<file path="src/rtl/mem_port_arbiter_if.sv">
// mem_port_arbiter_if
//   Bundle of every handshake and memory-bus signal around mem_port_arbiter.
//   Signals:
//     i_req, i_addr       -> fetch request and its address (relative to IMEM_BASE)
//     i_ack, i_rdata      <- fetch completion and the fetched word
//     d_req, d_we, d_func3, d_addr, d_wdata
//                         -> load/store request
//     d_ack, d_rdata      <- data completion and the load result
//     mem_read, mem_write, mem_func3, mem_addr, mem_wdata
//                         <- drive to the single-ported memory
//     mem_rdata           -> combinational read data from the memory
//   Modports:
//     slave  : the arbiter side (consumes requests, drives memory pins)
//     master : the environment side (requesters plus memory)
interface mem_port_arbiter_if #(
    parameter int ADDR_W = 11
);
    logic              i_req;
    logic [ADDR_W-1:0] i_addr;
    logic              i_ack;
    logic [31:0]       i_rdata;

    logic              d_req;
    logic              d_we;
    logic [2:0]        d_func3;
    logic [ADDR_W-1:0] d_addr;
    logic [31:0]       d_wdata;
    logic              d_ack;
    logic [31:0]       d_rdata;

    logic              mem_read;
    logic              mem_write;
    logic [2:0]        mem_func3;
    logic [ADDR_W-1:0] mem_addr;
    logic [31:0]       mem_wdata;
    logic [31:0]       mem_rdata;

    modport slave (
        input  i_req, i_addr, d_req, d_we, d_func3, d_addr, d_wdata, mem_rdata,
        output i_ack, i_rdata, d_ack, d_rdata,
               mem_read, mem_write, mem_func3, mem_addr, mem_wdata
    );

    modport master (
        output i_req, i_addr, d_req, d_we, d_func3, d_addr, d_wdata, mem_rdata,
        input  i_ack, i_rdata, d_ack, d_rdata,
               mem_read, mem_write, mem_func3, mem_addr, mem_wdata
    );
endinterface

</file>
<file path="src/rtl/mem_port_arbiter.sv">
// mem_port_arbiter
//   Shares one single-ported, byte-addressed unified memory between the
//   instruction-fetch requester (I) and the load/store requester (D).
//   One access is granted per cycle and drives the memory pins in that same
//   cycle; the winner sees a one-cycle ack in the next cycle together with the
//   registered read data. Data accesses win, except that after MAX_D_STREAK
//   consecutive data grants with a fetch waiting, the fetch is served.
//
//   Ports:
//     clk          rising-edge clock
//     rst          asynchronous, active-high reset; also forces mem_* to 0
//     bus          mem_port_arbiter_if.slave (requests, acks, memory pins)
//     if_stall_cnt (only with ARB_PERF_EN) cycles with i_req high that were
//                  not granted to the fetch port, wrapping modulo 2^32
//
//   Optional feature macro: ARB_PERF_EN (adds if_stall_cnt and its counter).
module mem_port_arbiter #(
    parameter int ADDR_W       = 11,
    parameter int IMEM_BASE    = 256,
    parameter int MAX_D_STREAK = 4
) (
    input  logic                clk,
    input  logic                rst,
    mem_port_arbiter_if.slave   bus
`ifdef ARB_PERF_EN
    ,
    output logic [31:0]         if_stall_cnt
`endif
);

    typedef enum logic [1:0] {
        GNT_NONE = 2'd0,
        GNT_I    = 2'd1,
        GNT_D    = 2'd2
    } grant_t;

    localparam int                STREAK_W   = (MAX_D_STREAK < 2) ? 1 : $clog2(MAX_D_STREAK + 1);
    localparam logic [STREAK_W-1:0] STREAK_MAX = STREAK_W'(MAX_D_STREAK);
    localparam logic [ADDR_W-1:0] IMEM_OFS   = ADDR_W'(IMEM_BASE);
    localparam logic [2:0]        F3_LW      = 3'b010;

    // grant_d is the grant of the current cycle; grant_q remembers it so the
    // ack can be raised in the following cycle.
    grant_t                grant_d,   grant_q;
    logic [STREAK_W-1:0]   streak_d,  streak_q;
    logic [31:0]           i_rdata_d, i_rdata_q;
    logic [31:0]           d_rdata_d, d_rdata_q;

    // ------------------------------------------------------------------
    // Arbitration
    // ------------------------------------------------------------------
    always_comb begin
        grant_d = GNT_NONE;
        if (bus.d_req && !(bus.i_req && (streak_q == STREAK_MAX))) begin
            grant_d = GNT_D;
        end else if (bus.i_req) begin
            grant_d = GNT_I;
        end
    end

    // Streak only measures data grants while a fetch is actually waiting.
    always_comb begin
        streak_d = streak_q;
        if (!bus.i_req || (grant_d == GNT_I)) begin
            streak_d = '0;
        end else if ((grant_d == GNT_D) && (streak_q != STREAK_MAX)) begin
            streak_d = streak_q + STREAK_W'(1);
        end
    end

    // ------------------------------------------------------------------
    // Memory pin drive (combinational, in the grant cycle)
    // ------------------------------------------------------------------
    always_comb begin
        bus.mem_read  = 1'b0;
        bus.mem_write = 1'b0;
        bus.mem_func3 = '0;
        bus.mem_addr  = '0;
        bus.mem_wdata = '0;
        // Reset blanks the pins so a store granted during reset is not written.
        if (!rst) begin
            unique case (grant_d)
                GNT_D: begin
                    bus.mem_read  = ~bus.d_we;
                    bus.mem_write = bus.d_we;
                    bus.mem_func3 = bus.d_func3;
                    bus.mem_addr  = bus.d_addr;
                    bus.mem_wdata = bus.d_wdata;
                end
                GNT_I: begin
                    bus.mem_read  = 1'b1;
                    bus.mem_func3 = F3_LW;
                    // Fetch addresses wrap inside the ADDR_W address space.
                    bus.mem_addr  = IMEM_OFS + bus.i_addr;
                end
                default: begin
                end
            endcase
        end
    end

    // ------------------------------------------------------------------
    // Read-data capture
    // ------------------------------------------------------------------
    always_comb begin
        i_rdata_d = i_rdata_q;
        d_rdata_d = d_rdata_q;
        if (grant_d == GNT_I) begin
            i_rdata_d = bus.mem_rdata;
        end
        // Stores leave the previous load result in place.
        if ((grant_d == GNT_D) && !bus.d_we) begin
            d_rdata_d = bus.mem_rdata;
        end
    end

    always_ff @(posedge clk or posedge rst) begin
        if (rst) begin
            grant_q   <= GNT_NONE;
            streak_q  <= '0;
            i_rdata_q <= '0;
            d_rdata_q <= '0;
        end else begin
            grant_q   <= grant_d;
            streak_q  <= streak_d;
            i_rdata_q <= i_rdata_d;
            d_rdata_q <= d_rdata_d;
        end
    end

    assign bus.i_ack   = (grant_q == GNT_I);
    assign bus.d_ack   = (grant_q == GNT_D);
    assign bus.i_rdata = i_rdata_q;
    assign bus.d_rdata = d_rdata_q;

`ifdef ARB_PERF_EN
    // ------------------------------------------------------------------
    // Fetch stall counter
    // ------------------------------------------------------------------
    logic [31:0] stall_d, stall_q;

    always_comb begin
        stall_d = stall_q;
        if (bus.i_req && (grant_d != GNT_I)) begin
            stall_d = stall_q + 32'd1;
        end
    end

    always_ff @(posedge clk or posedge rst) begin
        if (rst) begin
            stall_q <= '0;
        end else begin
            stall_q <= stall_d;
        end
    end

    assign if_stall_cnt = stall_q;
`endif

endmodule

</file>
<file path="src/flat_wrapper.sv">
// flat-port wrapper written by rule: the top's interface ports become plain ports
module mem_port_arbiter_flat 
#(
    parameter int ADDR_W       = 11,
    parameter int IMEM_BASE    = 256,
    parameter int MAX_D_STREAK = 4
)
  (clk, rst, bus_i_req, bus_i_addr, bus_d_req, bus_d_we, bus_d_func3, bus_d_addr, bus_d_wdata, bus_mem_rdata, bus_i_ack, bus_i_rdata, bus_d_ack, bus_d_rdata, bus_mem_read, bus_mem_write, bus_mem_func3, bus_mem_addr, bus_mem_wdata);
  mem_port_arbiter_if #(.ADDR_W(ADDR_W)) bus_i ();
  input  logic clk;
  input  logic rst;
  input wire logic [$bits(bus_i.i_req)-1:0] bus_i_req;
  input wire logic [$bits(bus_i.i_addr)-1:0] bus_i_addr;
  input wire logic [$bits(bus_i.d_req)-1:0] bus_d_req;
  input wire logic [$bits(bus_i.d_we)-1:0] bus_d_we;
  input wire logic [$bits(bus_i.d_func3)-1:0] bus_d_func3;
  input wire logic [$bits(bus_i.d_addr)-1:0] bus_d_addr;
  input wire logic [$bits(bus_i.d_wdata)-1:0] bus_d_wdata;
  input wire logic [$bits(bus_i.mem_rdata)-1:0] bus_mem_rdata;
  output wire logic [$bits(bus_i.i_ack)-1:0] bus_i_ack;
  output wire logic [$bits(bus_i.i_rdata)-1:0] bus_i_rdata;
  output wire logic [$bits(bus_i.d_ack)-1:0] bus_d_ack;
  output wire logic [$bits(bus_i.d_rdata)-1:0] bus_d_rdata;
  output wire logic [$bits(bus_i.mem_read)-1:0] bus_mem_read;
  output wire logic [$bits(bus_i.mem_write)-1:0] bus_mem_write;
  output wire logic [$bits(bus_i.mem_func3)-1:0] bus_mem_func3;
  output wire logic [$bits(bus_i.mem_addr)-1:0] bus_mem_addr;
  output wire logic [$bits(bus_i.mem_wdata)-1:0] bus_mem_wdata;
  assign bus_i.i_req = bus_i_req;
  assign bus_i.i_addr = bus_i_addr;
  assign bus_i.d_req = bus_d_req;
  assign bus_i.d_we = bus_d_we;
  assign bus_i.d_func3 = bus_d_func3;
  assign bus_i.d_addr = bus_d_addr;
  assign bus_i.d_wdata = bus_d_wdata;
  assign bus_i.mem_rdata = bus_mem_rdata;
  assign bus_i_ack = bus_i.i_ack;
  assign bus_i_rdata = bus_i.i_rdata;
  assign bus_d_ack = bus_i.d_ack;
  assign bus_d_rdata = bus_i.d_rdata;
  assign bus_mem_read = bus_i.mem_read;
  assign bus_mem_write = bus_i.mem_write;
  assign bus_mem_func3 = bus_i.mem_func3;
  assign bus_mem_addr = bus_i.mem_addr;
  assign bus_mem_wdata = bus_i.mem_wdata;
  mem_port_arbiter #(.ADDR_W(ADDR_W), .IMEM_BASE(IMEM_BASE), .MAX_D_STREAK(MAX_D_STREAK)) u_core (.clk(clk), .rst(rst), .bus(bus_i));
endmodule
</file>
<file path="config.mk">
export PLATFORM = sky130hd
export DESIGN_NAME = mem_port_arbiter_flat
export DESIGN_NICKNAME = d
export VERILOG_FILES = /design/src/rtl/mem_port_arbiter_if.sv /design/src/rtl/mem_port_arbiter.sv /design/src/flat_wrapper.sv
export SDC_FILE = /design/constraint.sdc
export NUM_CORES = 1
export LEC_CHECK = 0
export CAP_MARGIN = 20
export CELL_PAD_IN_SITES_DETAIL_PLACEMENT = 1
export CELL_PAD_IN_SITES_GLOBAL_PLACEMENT = 1
export CORE_AREA = 5 5 83 161
export CTS_BUF_LIST = sky130_fd_sc_hd__clkbuf_16
export CTS_CLUSTER_DIAMETER = 50
export CTS_CLUSTER_SIZE = 40
export DETAILED_ROUTE_END_ITERATION = 7
export DIE_AREA = 0 0 88 166
export PLACE_DENSITY = 0.84
export SLEW_MARGIN = 20
export SYNTH_ARGS = -nofsm -noshare
export SYNTH_HDL_FRONTEND = slang
export SYNTH_SLANG_ARGS = --single-unit
</file>
<file path="constraint.sdc">
create_clock -name clk -period 5.3 [get_ports clk]
set_clock_uncertainty 0.1 [all_clocks]
set_input_delay 1.06 -clock clk [delete_from_list [all_inputs] [get_ports clk]]
set_output_delay 1.06 -clock clk [all_outputs]
set_load 0.1 [all_outputs]
</file>
## After elaboration in Yosys (flattened, before gate mapping)

Index checks and enable logic that the tools add are counted.
Widths: inputs -> output; s select.

- Add/sub/neg operators: 2
- Multiply operators: 0
- Div/mod/pow operators: 0
- Order comparisons: 0
- Equality and inequality tests: 6
- Shift operators: 0
- Multiplexer cells: 14
- Bitwise logic cells: 1
- Reduce and logical (&&, ||, !) cells: 9

Operators with widths:

| kind | count |
|---|---|
| $mux 32 | 2 |
| $pmux 11 s2 | 1 |
| $add 9x11->11 const A | 1 |
| $mux 11 | 1 |
| $mux 3 | 3 |
| $pmux 3 s2 | 1 |
| $eq 2x1->1 const B | 2 |
| $eq 2x2->1 const B | 2 |
| $logic_and 1x1->1 | 4 |
| $mux 1 | 4 |
| $add 3x1->3 const B | 1 |
| $eq 3x3->1 const B | 1 |
| $logic_not 1->1 | 3 |
| $ne 3x3->1 const B | 1 |
| $mux 2 | 1 |
| $pmux 1 s2 | 1 |
| $reduce_bool 2->1 | 1 |
| $logic_or 1x1->1 | 1 |
| $not 1->1 | 1 |

- Register bits after elaboration: 69
- Latch bits: 0
- Memory bits (writable): 0
- ROM bits: 0
- Input bits: 94
- Output and inout bits: 114
- Word-level logic and storage cells: 36
- Memories kept: 0

## Longest topological paths before layout

- Word-level depth: 9
- Mapped depth: 7
- Gate-level depth less buffers: 5

## Worst setup path before layout

OpenSTA, ideal clock, no wires.

- Path type: in2out
- From: input port rst
- To: output port bus_mem_wdata[10]
- Data arrival time: 4.008 ns
- Setup slack: 0.132 ns
- Stages: 5
- Path buffers: 2
- Cells stage by stage: inv_1 > and3_1 > buf_2 > clkbuf_1 > and2_1

- Word-level cells in the longest chain between the ends: 1

RTL lines:

| element | RTL line | text |
|---|---|---|
| from (decl) | flat_wrapper.sv:11 | `input logic rst;` |
| $mux 32 | mem_port_arbiter.sv:81 | `if (!rst) begin` |
| to (decl) | flat_wrapper.sv:28 | `output wire logic [$bits(bus_i.mem_wdata)-1:0] bus_mem_wdata;` |

No other way between the ends.

## Worst setup path in the final report

- From: input port bus_i_req
- To: output port bus_mem_addr[8]

- Word-level cells in the longest chain between the ends: 7
- Elaborated cells on any way between the ends: 9
- Those cells by class: eq/ne (2); mux (4); reduce/logical (3)

RTL lines:

| element | RTL line | text |
|---|---|---|
| from (decl) | flat_wrapper.sv:12 | `input wire logic [$bits(bus_i.i_req)-1:0] bus_i_req;` |
| $logic_and 1x1->1 | mem_port_arbiter.sv:54 | `if (bus.d_req && !(bus.i_req && (streak_q == STREAK_MAX))) begin` |
| $logic_not 1->1 | mem_port_arbiter.sv:54 |  |
| $logic_and 1x1->1 | mem_port_arbiter.sv:54 |  |
| $mux 2 * | mem_port_arbiter.sv:54 |  |
| $eq 2x1->1 or $eq 2x2->1 (tied branches) | mem_port_arbiter.sv:82 | `unique case (grant_d)` |
| $pmux 11 s2 * | mem_port_arbiter.sv:82 |  |
| $mux 11 * | mem_port_arbiter.sv:81 |  |
| to (decl) | flat_wrapper.sv:27 | `output wire logic [$bits(bus_i.mem_addr)-1:0] bus_mem_addr;` |

Every way passes the cells marked *; elsewhere a longest branch is shown, timed or not.

==> flow_summary.yaml <==
sta:
  finalSetupTns_ns: 0
  unrepaired_setup_endpoints_after_global_routing: "false"
  final-hold-violation-count: 0
  timing.final.ws_setup_ns: 1.081
  whs_ns: 0.3614
  final.period_utilization: 0.7960
  tightest_slew_ns: 1.017
  timing.final.crit_period_ns: 4.219
  clock.fmax_mhz: 237.0
  final_max_slew_viol_count: 0
  worst_slew_margin_relative_to_its_limit: 0.3201
  report.final.setup_viol: 0
grt:
  grt_util_all_layers: 0.1530
  maximum_number_of_pins_on_one_net_before_global_route_repair: 70
  overflow: 0
  antenna_found_initial: 0
  grt_pass1_wl_microns: 16810
  grt_pass1_vias: 3067
drt:
  drt-initial-drc-count: 48
  firstDrtPassIters: 3
  viasPerCell: 4.451
  drt-total-wl_microns: 11200
  dr_total_vias: 2595
  ant_nets: 0
  route.detailed.wl_per_inst_microns: 19.22
  remaining_drc_errors: 0
critical_path:
  ws_path_type: "in -> out"
  critPathBufInv: 3
  path_max_fanout: 26
  cp_data_required_time_ns: 4.14
  timing.critical_path.arrival_ns: 3.06
  start_kind: "input port"
  cp_cell_sequence: "clkdlybuf4s50_1 > nand3_1 > and3_1 > buf_4 > a22o_1 > buf_12"
  timing.critical_path.slowest_stage_cell: "sky130_fd_sc_hd__and3_1"
  max_stage_delay_on_crit_path_ns: 0.58
  cpLargestDelayFamily: "buffers and inverters"
  setup.worst_path.end_class: "output port"
logic_synthesis:
  yosysUniqueCellTypes: 23
  synth_area_sq_um: 3037
  syn_area_per_cell_sq_um: 13.74
  seq_area_frac_synth: 0.5686
  ys_warn_count: 0
  syn_nets: 318
  synthesis.instances: 221
  synth.ff_latch_count: 69
layout:
  final_cell_area_sq_um: 5988
  final_util: 0.4968
  fillerInstances: 1216
  fraction_of_layout_cells_with_a_size_suffix_above_1: 0.3096
  final_nets: 528
  most-common-layout-cells: "sky130_fd_sc_hd__clkdlybuf4s50_1 (159), sky130_fd_sc_hd__dfrtp_1 (69), sky130_fd_sc_hd__mux2_2 (64)"
  syn2layout_area_growth_pct: 97.20
  antenna_cells: 0
  mostFrequentLayoutCell: "sky130_fd_sc_hd__clkdlybuf4s50_1"
power:
  worst_ir_drop_vdd_mv: 0.3663
  cellLeakagePower_nw: 2.509
  power.density_nw_per_um2: 393.3
clock_tree:
  hold_buffers: 0
  worst_skew_pair.late_latency_ns: 0.31
  cts.repair_timing.setup_buffer_count: 0
  htree_num_levels: 3
  cts_inserted_buffers: 9
  cts.repair.resized: 0
  cts_buffer_depth: 2
  clkSlewWorstSetupHoldPaths_ns: 0.05
  clock_sinks: 69
  root_buffer: "sky130_fd_sc_hd__clkbuf_16"
  tritoncts_clock_tree: "done"
floorplanning:
  fp.dieArea_sq_um: 14610
  fp.dieH_microns: 166
  fp.dieW_microns: 88
  initial_core_utilization: 0.2519
  rows: 57
  core_area_sq_um: 12050
  num_io_pins: 208
place:
  io_buffer_count: 207
  dp.final_hpwl_microns: 9158
  pre_cts_ws_ns: 1.071
  placedInstanceArea_sq_um: 5689
  routabilityCongestion: 0.9005
worst_hold_path:
  worst_hold_path_type: "reg -> reg"
run:
  drv.max_cap_violation_count: 0
run_status:
  outcome: "completed"
[power by group]
| part | leakage [nW] | switching [mW] | internal, mW |
|---|---|---|---|
| Clock | 0.146 | 0.225 | 0.365 |
| Combinational | 1.55 | 0.809 | 0.315 |
| Sequential | 0.816 | 0.0383 | 0.602 |
[kinds of logic after synthesis]
| group | count (synthesis) | synth area share |
|---|---|---|
| AOI/OAI and AO/OA | 15 | 0.04161 |
| xor gates and xnor gates | 1 | 0.002885 |
| adders and majority gates | 3 | 0.01236 |
| buffers and inverters | 18 | 0.03667 |
| DFF | 69 | 0.5686 |
| muxes | 65 | 0.2406 |
| and+or+nand+nor | 50 | 0.09724 |
[layout make-up]
cell class | instances | area, sq um | share of cell area
clock buffer | 9 | 225.2 | 0.03761
clock inverter | 7 | 73.82 | 0.01233
inverter | 6 | 22.52 | 0.003761
multi-input combinational | 134 | 1199 | 0.2002
sequential | 69 | 1727 | 0.2883
tap | 147 | 183.9 | 0.03071
timing repair buffer | 211 | 2557 | 0.4271
[worst paths after layout]
| check | start | to | slack (ns) | depth (start not counted) |
|---|---|---|---|---|
| min in group asynchronous | rst | u_core.streak_q[0]$_DFFE_PP0P_ | 1.31 | 3 |
| setup reg to reg | u_core.streak_q[0]$_DFFE_PP0P_ | u_core.bus.d_rdata[10]$_DFFE_PP0P_ | 3.30 | 6 |
| setup / recovery | bus_i_req | bus_mem_addr[8] | 1.08 | 6 |
| max in group asynchronous | rst | u_core.bus.d_rdata[21]$_DFFE_PP0P_ | 3.18 | 3 |
| hold / removal | u_core.streak_q[0]$_DFFE_PP0P_ | u_core.streak_q[0]$_DFFE_PP0P_ | 0.36 | 1 |
| hold reg to reg | u_core.streak_q[0]$_DFFE_PP0P_ | u_core.streak_q[0]$_DFFE_PP0P_ | 0.36 | 1 |
[per-layer routing]
layer  up-vias  global-route usage  routed length (microns)
li1       1178                   -                        -
met4         0             0.06146                      361
met1      1239              0.1350                     3528
met3        15             0.04767                     1119
met5         -                   0                        0
met2       163              0.3003                     6193
[through the flow]
stage,power (mW),instances
after global placement,1.766,567
after detailed placement,1.783,567
after floorplan,1.433,221
after CTS,2.390,583
final,2.355,583
after global routing,2.447,583
[registers in the layout (all words and copies together) (netlist names)]
register and cells:
u_core.streak_q 3, u_core.bus.d_rdata 32, u_core.grant_q 2, u_core.bus.i_rdata 32
[synthesized netlist by cell type]
cell / instances / area share
sky130_fd_sc_hd__buf_4: 3 / 0.0074
sky130_fd_sc_hd__nor2b_1: 2 / 0.0041
sky130_fd_sc_hd__buf_6: 4 / 0.015
sky130_fd_sc_hd__and2_1: 36 / 0.074
sky130_fd_sc_hd__dfrtp_1: 69 / 0.57
sky130_fd_sc_hd__xor2_1: 1 / 0.0029
sky130_fd_sc_hd__inv_1: 6 / 0.0074
sky130_fd_sc_hd__nor2_1: 5 / 0.0062
sky130_fd_sc_hd__and3_1: 2 / 0.0041
sky130_fd_sc_hd__nand2_2: 1 / 0.0021
sky130_fd_sc_hd__nand3b_1: 1 / 0.0025
sky130_fd_sc_hd__mux2i_1: 1 / 0.0033
sky130_fd_sc_hd__a21oi_1: 1 / 0.0016
sky130_fd_sc_hd__a211oi_1: 1 / 0.0025
sky130_fd_sc_hd__nand3_1: 1 / 0.0016
sky130_fd_sc_hd__a21bo_2: 1 / 0.0033
sky130_fd_sc_hd__ha_1: 3 / 0.012
sky130_fd_sc_hd__a22o_1: 11 / 0.032
sky130_fd_sc_hd__nand2_1: 2 / 0.0025
sky130_fd_sc_hd__buf_2: 2 / 0.0033
sky130_fd_sc_hd__mux2_2: 64 / 0.24
sky130_fd_sc_hd__a21o_1: 1 / 0.0025
sky130_fd_sc_hd__clkbuf_1: 3 / 0.0037
(Power assumes the default switching activity.)
